<file path="src/rtl/rgb_pwm_pkg.sv">
// Shared constants for the RGB PWM generator: default width, channel indices
// and the gamma (square-law) mapping used when RGB_PWM_GAMMA_EN is defined.
package rgb_pwm_pkg;

    localparam int PWM_WIDTH_DEF = 12;
    localparam int NUM_CH        = 3;
    localparam int CH_R          = 0;
    localparam int CH_G          = 1;
    localparam int CH_B          = 2;

    // Square at full double width before shifting so no product bits are lost.
    function automatic logic [31:0] gamma(input logic [31:0] d, input int unsigned w);
        logic [63:0] sq;
        logic [63:0] sh;
        sq = 64'(d) * 64'(d);
        sh = sq >> w;
        return sh[31:0];
    endfunction

endpackage

</file>
<file path="src/rtl/rgb_pwm_channel.sv">
// One PWM channel: active duty register, counter compare and output flop.
// RGB_PWM_GAMMA_EN selects square-law mapping of the duty on load.
module rgb_pwm_channel
    import rgb_pwm_pkg::*;
#(
    parameter int PWM_WIDTH = PWM_WIDTH_DEF
) (
    input  logic                 i_clk,
    input  logic                 i_rst,
    input  logic                 i_en,
    input  logic                 i_load,
    input  logic [PWM_WIDTH-1:0] i_shadow,
    input  logic [PWM_WIDTH-1:0] i_pwm_ctr,
    output logic                 o_pwm
);

    logic [PWM_WIDTH-1:0] r_active;
    logic                 r_pwm;
    logic [PWM_WIDTH-1:0] w_load_val;

`ifdef RGB_PWM_GAMMA_EN
    assign w_load_val = PWM_WIDTH'(gamma(32'(i_shadow), PWM_WIDTH));
`else
    assign w_load_val = i_shadow;
`endif

    always_ff @(posedge i_clk or posedge i_rst) begin
        if (i_rst) begin
            r_active <= '0;
            r_pwm    <= 1'b0;
        end else begin
            if (i_load) begin
                r_active <= w_load_val;
            end
            r_pwm <= i_en & (i_pwm_ctr < r_active);
        end
    end

    assign o_pwm = r_pwm;

endmodule

</file>
<file path="src/rtl/rgb_pwm_gen.sv">
// Three-channel PWM generator with prescaler, shadowed duty handshake and
// wrap-aligned duty update. Optional macro: RGB_PWM_GAMMA_EN (gamma on load).
module rgb_pwm_gen
    import rgb_pwm_pkg::*;
#(
    parameter int PWM_WIDTH = PWM_WIDTH_DEF,
    parameter int PRESCALE  = 0
) (
    input  logic                 clk,
    input  logic                 rst,
    input  logic                 en,
    input  logic                 in_valid,
    output logic                 in_ready,
    input  logic [PWM_WIDTH-1:0] in_r,
    input  logic [PWM_WIDTH-1:0] in_g,
    input  logic [PWM_WIDTH-1:0] in_b,
    output logic                 pwm_r,
    output logic                 pwm_g,
    output logic                 pwm_b,
    output logic                 period_done
);

    localparam int                   PRE_W    = (PRESCALE > 0) ? $clog2(PRESCALE + 1) : 1;
    localparam logic [PRE_W-1:0]     PRE_LAST = PRE_W'(PRESCALE);
    localparam logic [PWM_WIDTH-1:0] CTR_LAST = '1;

    logic [PRE_W-1:0]     r_pre_ctr;
    logic [PWM_WIDTH-1:0] r_pwm_ctr;
    logic                 r_period_done;
    logic                 r_pending;
    logic [PWM_WIDTH-1:0] r_shadow [NUM_CH];

    logic [PWM_WIDTH-1:0] w_in [NUM_CH];
    logic [NUM_CH-1:0]    w_pwm;
    logic                 w_step;
    logic                 w_wrap;
    logic                 w_xfer;
    logic                 w_load;

    assign w_in[CH_R] = in_r;
    assign w_in[CH_G] = in_g;
    assign w_in[CH_B] = in_b;

    assign w_step = en & (r_pre_ctr == PRE_LAST);
    assign w_wrap = w_step & (r_pwm_ctr == CTR_LAST);
    assign w_xfer = in_valid & ~r_pending;
    // While disabled there is no wrap to wait for, so a pending duty loads at once.
    assign w_load = r_pending & (w_wrap | ~en);

    always_ff @(posedge clk or posedge rst) begin
        if (rst) begin
            r_pre_ctr     <= '0;
            r_pwm_ctr     <= '0;
            r_period_done <= 1'b0;
        end else begin
            if (!en) begin
                r_pre_ctr <= '0;
                r_pwm_ctr <= '0;
            end else begin
                r_pre_ctr <= w_step ? '0 : r_pre_ctr + 1'b1;
                if (w_step) begin
                    r_pwm_ctr <= r_pwm_ctr + 1'b1;
                end
            end
            r_period_done <= w_wrap;
        end
    end

    // A transfer on the wrap cycle only sets pending; it is applied one wrap later.
    always_ff @(posedge clk or posedge rst) begin
        if (rst) begin
            r_pending <= 1'b0;
            for (int i = 0; i < NUM_CH; i++) begin
                r_shadow[i] <= '0;
            end
        end else if (w_xfer) begin
            r_pending <= 1'b1;
            for (int i = 0; i < NUM_CH; i++) begin
                r_shadow[i] <= w_in[i];
            end
        end else if (w_load) begin
            r_pending <= 1'b0;
        end
    end

    for (genvar i = 0; i < NUM_CH; i++) begin : g_ch
        rgb_pwm_channel #(
            .PWM_WIDTH(PWM_WIDTH)
        ) u_ch (
            .i_clk    (clk),
            .i_rst    (rst),
            .i_en     (en),
            .i_load   (w_load),
            .i_shadow (r_shadow[i]),
            .i_pwm_ctr(r_pwm_ctr),
            .o_pwm    (w_pwm[i])
        );
    end

    assign in_ready    = ~r_pending;
    assign pwm_r       = w_pwm[CH_R];
    assign pwm_g       = w_pwm[CH_G];
    assign pwm_b       = w_pwm[CH_B];
    assign period_done = r_period_done;

endmodule

</file>
<file path="config.mk">
export PLATFORM = sky130hd
export DESIGN_NAME = rgb_pwm_gen
export DESIGN_NICKNAME = d
export VERILOG_FILES = /design/src/rtl/rgb_pwm_pkg.sv /design/src/rtl/rgb_pwm_channel.sv /design/src/rtl/rgb_pwm_gen.sv
export SDC_FILE = /design/constraint.sdc
export NUM_CORES = 1
export LEC_CHECK = 0
export BUFFER_PORTS_ARGS = -buffer_cell sky130_fd_sc_hd__buf_2
export CAP_MARGIN = 20
export CELL_PAD_IN_SITES_DETAIL_PLACEMENT = 1
export CELL_PAD_IN_SITES_GLOBAL_PLACEMENT = 2
export CORE_UTILIZATION = 42
export DETAILED_ROUTE_END_ITERATION = 8
export GPL_TIMING_DRIVEN = 0
export PLACE_DENSITY_LB_ADDON = 0.2
export SLEW_MARGIN = 15
export SYNTH_ARGS = -nofsm -noshare
export SYNTH_HDL_FRONTEND = slang
export SYNTH_HIERARCHICAL = 1
export SYNTH_SLANG_ARGS = --single-unit
</file>
<file path="constraint.sdc">
create_clock -name clk -period 4.2 [get_ports clk]
set_clock_uncertainty 0.1 [all_clocks]
set_input_delay 0.21 -clock clk [delete_from_list [all_inputs] [get_ports clk]]
set_output_delay 0.21 -clock clk [all_outputs]
set_load 0.1 [all_outputs]
</file>
==> results of run 1 <==
-- cell type report --
| cell class | instances | area (um2) | area share |
|---|---|---|---|
| Tap cell | 133 | 166 | 0.0315 |
| Clock inverter | 2 | 35.0 | 0.00664 |
| Sequential cell | 90 | 2250 | 0.427 |
| Timing Repair Buffer | 82 | 611 | 0.116 |
| Inverter | 44 | 165 | 0.0313 |
| Multi-Input combinational cell | 242 | 1820 | 0.344 |
| Buffer | 13 | 68.8 | 0.0130 |
| Clock buffer | 14 | 163 | 0.0308 |
-- logic make-up (layout without fill, tap and decap cells) --
logic type	Yosys count	count (layout)	share of synthesized area
other cells	1	1	0.000871
simple gates	85	85	0.101
xor+xnor	4	4	0.00814
fa+ha+maj	34	34	0.0988
mux	41	41	0.107
compound gates	77	77	0.107
buf+inv	57	155	0.0544
flops	90	90	0.523
-- report_power, final --
part           switching (W)  internal (W)  total, W
clock network       0.000297      0.000308  0.000605
registers          0.0000825       0.00106   0.00114
logic               0.000298      0.000237  0.000535
total               0.000678       0.00161   0.00228
-- routing by layer --
| metal | share of wire | vias up | track usage |
|---|---|---|---|
| li1 | - | 1525 | - |
| met1 | 0.46 | 1585 | 0.279 |
| met2 | 0.50 | 41 | 0.378 |
| met3 | 0.026 | 11 | 0.0430 |
| met4 | 0.012 | 0 | 0.0683 |
| met5 | 0 | - | 0 |
-- synthesized netlist by cell type (4+ instances only) --
cell type and number:
nand2_1 46, inv_1 44, nand3_1 4, mux2_2 39
o21ai_1 6, or4_1 4, nand2b_1 4, a21oi_1 15
nand4_1 5, nor2b_1 5, dfrtp_1 90, o21ai_0 39
buf_2 4, clkbuf_1 7, nor2_1 5, ha_1 34
-- flip-flops by register name (all words and copies together), names as in the netlist --
register / flops
g_ch.u_ch/r_active: 36
r_pre_ctr: 1
r_pending: 1
r_shadow: 36
r_pwm_ctr: 12
period_done: 1
g_ch.u_ch/o_pwm: 3
-- critical path, cell delays in order (launching register included) --
cell and delay [ps]:
dfrtp_1 560, ha_1 320, nand4b_4 160, nor4_1 510
o21a_1 570, clkbuf_1 460, nand2_1 110, o21ai_0 110
-- cells in the final DEF, fill, tap and decap left out, drive strengths merged, types with 18 or more instances in the layout --
cell type | Yosys | layout
dlygate4sd3 | 0 | 37
clkbuf | 7 | 21
nand2 | 46 | 46
inv | 44 | 44
o21ai | 45 | 45
ha | 34 | 34
a21oi | 18 | 18
dfrtp | 90 | 90
buf | 6 | 51
mux2 | 39 | 39
-- metrics by stage --
stage	setup WS, ps	utilization	total power, W
global placement	1260	0.476	0.00164
floorplan	2080	-	0.00152
finish	1210	0.535	0.00228
detailed placement	1230	0.478	0.00168
global route	865	0.535	0.00244
CTS	1180	0.535	0.00232
-- worst paths after layout --
check	slack, ps	endpoint	startpoint	depth (start not counted)
max	1210	g_ch[0].u_ch/r_active[9]$_DFFE_PP0P_	r_pwm_ctr[1]$_DFFE_PP0P_	7
min	80	r_pending$_DFFE_PP0P_	en	3
max reg2reg	1210	g_ch[0].u_ch/r_active[9]$_DFFE_PP0P_	r_pwm_ctr[1]$_DFFE_PP0P_	7
min reg2reg	390	g_ch[2].u_ch/r_active[4]$_DFFE_PP0P_	r_shadow[4]$_DFFE_PP0P_	2
max in group asynchronous	3020	r_shadow[4]$_DFFE_PP0P_	rst	4
min in group asynchronous	400	r_shadow[12]$_DFFE_PP0P_	rst	3
-- repair_timing --
| action | 4_1_cts | 5_1_grt |
|---|---|---|
| hold endpoints to repair | 96 | 0 |
| gates resized for setup | 0 | 0 |
| hold buffers | 37 | 0 |
==> flow_metrics.py, run 1 <==
metrics = {
    "critical_path": {
        "start_kind": "flop",
        "cp_data_arrival_time_ps": 3160,
        "cp.required_ps": 4370,
        "crit_fanout": 15,
        "critPathKind": "reg2reg",
        "crit_path_end_kind": "flop",
    },
    "logic_synthesis": {
        "synth_cells": 389,
        "syn_nets": 463,
        "postSynthAreaPerCell_um2": 11.1,
        "synthArstFlopShare": 1.00,
        "synth_ff_type": "dfrtp_1",
        "seq_area_frac_synth": 0.523,
        "synth_edf_count": 0,
        "yosysTopAreaCellShare": 0.523,
        "synthTopCellsByArea": "dfrtp_1 52%, mux2_2 10%, ha_1 9.9%",
        "yosys_warnings": 6,
        "yosysTopAreaCell": "dfrtp_1",
        "ys_seq_elements": 90,
        "synth_cell_types": 38,
        "syn_area_um2": 4300,
    },
    "timing": {
        "slew_viol_final": 0,
        "max_freq_mhz": 334,
        "rsz0062_at_grt": "no",
        "holdWs_ps": 80.3,
        "slew_headroom": 0.599,
        "period_share": 0.713,
        "finalCriticalPeriod_ps": 2990,
        "tightest_slew_ps": 601,
        "hold_viol_final": 0,
        "fin_setup_tns_ps": 0,
        "finalSetupViolations": 0,
    },
    "route": {
        "drtAntennaViolNets": 0,
        "drcViolationCount": 0,
        "routed_wl_mm": 10.3,
        "drtPass1Iterations": 4,
        "vias_per_cell": 5.10,
        "drtIter0Drc": 59,
        "wl_per_cell_um": 16.6,
        "vias": 3162,
    },
    "floorplan": {
        "die_h_um": 103,
        "core_area_um2": 9860,
        "boundaryPins": 45,
        "row_count": 36,
        "dieArea_um2": 10700,
        "initial_utilization": 0.436,
        "die_width_um": 103,
    },
    "run_status": {
        "status": "complete, no violations",
    },
    "global_routing": {
        "grt_max_degree": 31,
        "antenna_found_initial": 0,
        "grt_pass1_wl_mm": 17.1,
        "grt_overflow_total": 0,
        "first_global_vias": 3396,
        "track_usage": 0.219,
    },
    "place": {
        "routabilityCongestion": 0.731,
        "port-buffer-count": 44,
        "place_inst": 567,
        "dp_hpwl_mm": 7.13,
        "post_dp_cell_area_um2": 4710,
    },
    "finish": {
        "area_delta_synth_final_pct": 22.6,
        "fin_nets": 556,
        "diodes": 0,
        "drive_gt1_frac": 0.232,
        "fin_cells": 620,
        "nFillCells": 1092,
        "final_area_um2": 5280,
    },
    "clock_network": {
        "post-cts-setup-buffers": 0,
        "clock_path_buffers": 2,
        "cts_tree": "built",
        "cts-root-buf": "clkbuf_8",
        "cts_buffers": 9,
        "clk_pin_slew_worst_paths_ps": 90,
        "clock_sinks": 90,
        "clk_latency_ps": 360,
        "htreeDepth": 3,
    },
    "pwr": {
        "p_leak_nw": 2.51,
        "vdd_ir_drop_max_uv": 289,
        "power.density_nw_per_um2": 433,
    },
    "job": {
        "cap_violations": 0,
    },
    "worst_hold_path": {
        "hp-class": "in2reg",
    },
}
(Power assumes the default switching activity.)
==> inputs of run 2 (changes only) <==
--- a/config.mk
+++ b/config.mk
@@ -9,7 +9,7 @@
 export CAP_MARGIN = 20
 export CELL_PAD_IN_SITES_DETAIL_PLACEMENT = 1
 export CELL_PAD_IN_SITES_GLOBAL_PLACEMENT = 2
-export CORE_UTILIZATION = 42
+export CORE_UTILIZATION = 39
 export DETAILED_ROUTE_END_ITERATION = 8
 export GPL_TIMING_DRIVEN = 0
 export PLACE_DENSITY_LB_ADDON = 0.2
==> constraint.sdc (replaced) <==
create_clock -name clk -period 3 [get_ports clk]
set_clock_uncertainty 0.1 [all_clocks]
set_input_delay 0.15 -clock clk [delete_from_list [all_inputs] [get_ports clk]]
set_output_delay 0.15 -clock clk [all_outputs]
set_load 0.1 [all_outputs]
==> run 2 against run 1 <==
- design area shrank 0.31%
- routed wire length shrank 1.7%
- non-clock buffer count grew 1
- flip-flop and latch count is the same
- clock-buffer cell count shrank 1
- clock power grew 21%
- worst setup slack lost 920 ps
- largest power group unchanged
- power grew 35%
- first-iteration DRC count grew 3.4%
- die area grew 7.5%
==> flow_metrics.py, run 2 (synthesis results as in run 1) <==
metrics = {
    "run_status": {
        "status": "complete, no violations",
    },
    "global_routing": {
        "grt_max_degree": 32,
        "grt_overflow_total": 0,
        "track_usage": 0.202,
        "antenna_found_initial": 0,
        "grt_pass1_wl_mm": 17.3,
        "first_global_vias": 3494,
    },
    "finish": {
        "final_util": 0.501,
        "final_common_cell": "dfrtp_1",
        "fin_nets": 557,
        "layout_common_cells": "90 x dfrtp_1, 48 x buf_2, 46 x nand2_1, 43 x inv_1",
        "reg_top3": "g_ch.u_ch/r_active: 36 flops, r_shadow: 36 flops, r_pwm_ctr: 12 flops",
        "area_delta_synth_final_pct": 22.3,
        "nFillCells": 1188,
        "drive_gt1_frac": 0.235,
        "diodes": 0,
    },
    "critical_path": {
        "r2r_slack_ps": 280,
        "crit_path_cell_trace": "ha_1, nand4b_4, nor4_2, o21a_2, clkbuf_1, nand2_1, o21ai_0",
        "timing.rr.start": "r_pwm_ctr[1]$_DFFE_PP0P_",
        "start_kind": "flop",
        "cpPeakStageDelay_ps": 560,
        "crit_fanout": 15,
        "cp_data_arrival_time_ps": 2900,
        "worst_r2r_endpoint": "g_ch[0].u_ch/r_active[8]$_DFFE_PP0P_",
        "r2r_cells": 7,
        "crit_path_end_kind": "flop",
        "slowest_stage": "dfrtp_1",
        "cp.required_ps": 3190,
        "critPathKind": "reg2reg",
    },
    "clock_network": {
        "htreeDepth": 3,
        "clk_latency_ps": 370,
        "clk_pin_slew_worst_paths_ps": 80,
        "cts_buffers": 9,
        "clock_sinks": 90,
        "cts-root-buf": "clkbuf_8",
        "cts_tree": "built",
        "clock_path_buffers": 2,
    },
    "timing": {
        "period_share": 0.905,
        "max_freq_mhz": 368,
        "tightest_slew_ps": 525,
        "slew_viol_final": 0,
        "hold_viol_final": 0,
        "holdWs_ps": 298,
        "finalCriticalPeriod_ps": 2720,
        "fin_setup_tns_ps": 0,
        "finalSetupViolations": 0,
        "slew_headroom": 0.650,
        "rsz0062_at_grt": "no",
        "setup_slack_ps": 284,
    },
    "floorplan": {
        "die_h_um": 107,
        "core_area_um2": 10500,
        "initial_utilization": 0.410,
        "boundaryPins": 45,
        "die_width_um": 107,
        "dieArea_um2": 11500,
        "row_count": 37,
    },
    "route": {
        "vias_per_cell": 5.06,
        "vias": 3140,
        "drcViolationCount": 0,
        "drtIter0Drc": 61,
        "drtPass1Iterations": 4,
        "routed_wl_mm": 10.2,
        "wl_per_cell_um": 16.3,
        "drtAntennaViolNets": 0,
    },
    "place": {
        "pre_cts_ws_ps": -105,
        "routabilityCongestion": 0.747,
        "port-buffer-count": 44,
        "dp_hpwl_mm": 7.06,
    },
    "pwr": {
        "power.density_nw_per_um2": 585,
        "p_leak_nw": 2.50,
        "vdd_ir_drop_max_uv": 369,
    },
    "worst_hold_path": {
        "hp-class": "in2async",
    },
    "job": {
        "cap_violations": 0,
    },
}
-- run 2: stage by stage --
step,instance area [um2],total power [W],std cells
finish,5260,0.00308,621
global route,5260,0.00330,621
CTS,5260,0.00315,621
detailed placement,4710,0.00235,570
global placement,4690,0.00230,569
floorplan,4300,0.00212,389
-- run 2: worst max-delay path by stage --
stage | end | slack [ps] | from | cells past startpoint
floorplan | g_ch[0].u_ch/r_active[4]$_DFFE_PP0P_ | 880 | r_pwm_ctr[1]$_DFFE_PP0P_ | 7
global placement | g_ch[1].u_ch/r_active[8]$_DFFE_PP0P_ | -30 | r_pwm_ctr[1]$_DFFE_PP0P_ | 6
detailed placement | g_ch[1].u_ch/r_active[11]$_DFFE_PP0P_ | -110 | r_pwm_ctr[1]$_DFFE_PP0P_ | 7
CTS | g_ch[1].u_ch/r_active[11]$_DFFE_PP0P_ | 40 | r_pwm_ctr[1]$_DFFE_PP0P_ | 7
global route | g_ch[0].u_ch/r_active[3]$_DFFE_PP0P_ | 30 | r_pwm_ctr[1]$_DFFE_PP0P_ | 7
finish | g_ch[0].u_ch/r_active[8]$_DFFE_PP0P_ | 280 | r_pwm_ctr[1]$_DFFE_PP0P_ | 7
-- run 2: layer usage --
metal  global-route usage  up-vias  routed length [um]
li1                     -     1518                   -
met1                0.247     1563                4600
met2                0.346       50                5100
met3               0.0584        9                 367
met4               0.0568        0                  89
met5                    0        -                   0
-- run 2: area by class of cell --
type                            instances  area (um2)  area share
Buffer                                 13        70.1      0.0133
Clock buffer                           13         159      0.0302
Inverter                               44         165      0.0314
Multi-Input combinational cell        242        1830       0.347
Sequential cell                        90        2250       0.428
Tap cell                              136         170      0.0323
Timing Repair Buffer                   83         621       0.118
-- run 2: worst max-delay path, delay by kind of cell (launching register included) --
family | cells | cell delay (ps)
buf+inv | 1 | 430
compound gates | 2 | 520
simple gates | 3 | 690
flops | 1 | 560
fa+ha+maj | 1 | 320
-- run 2: where the power goes --
part / switching [W] / internal, W / total (W)
sequential: 0.000118 / 0.00149 / 0.00161
combinational: 0.000408 / 0.000332 / 0.000741
clock: 0.000397 / 0.000334 / 0.000731
total: 0.000924 / 0.00215 / 0.00308
-- run 2: what timing repair did --
item	CTS	global route
resized for setup	1	3
endpoints found under the setup margin	33	33
buffers inserted	0	0
hold endpoints to repair	96	0
hold buffers	38	0
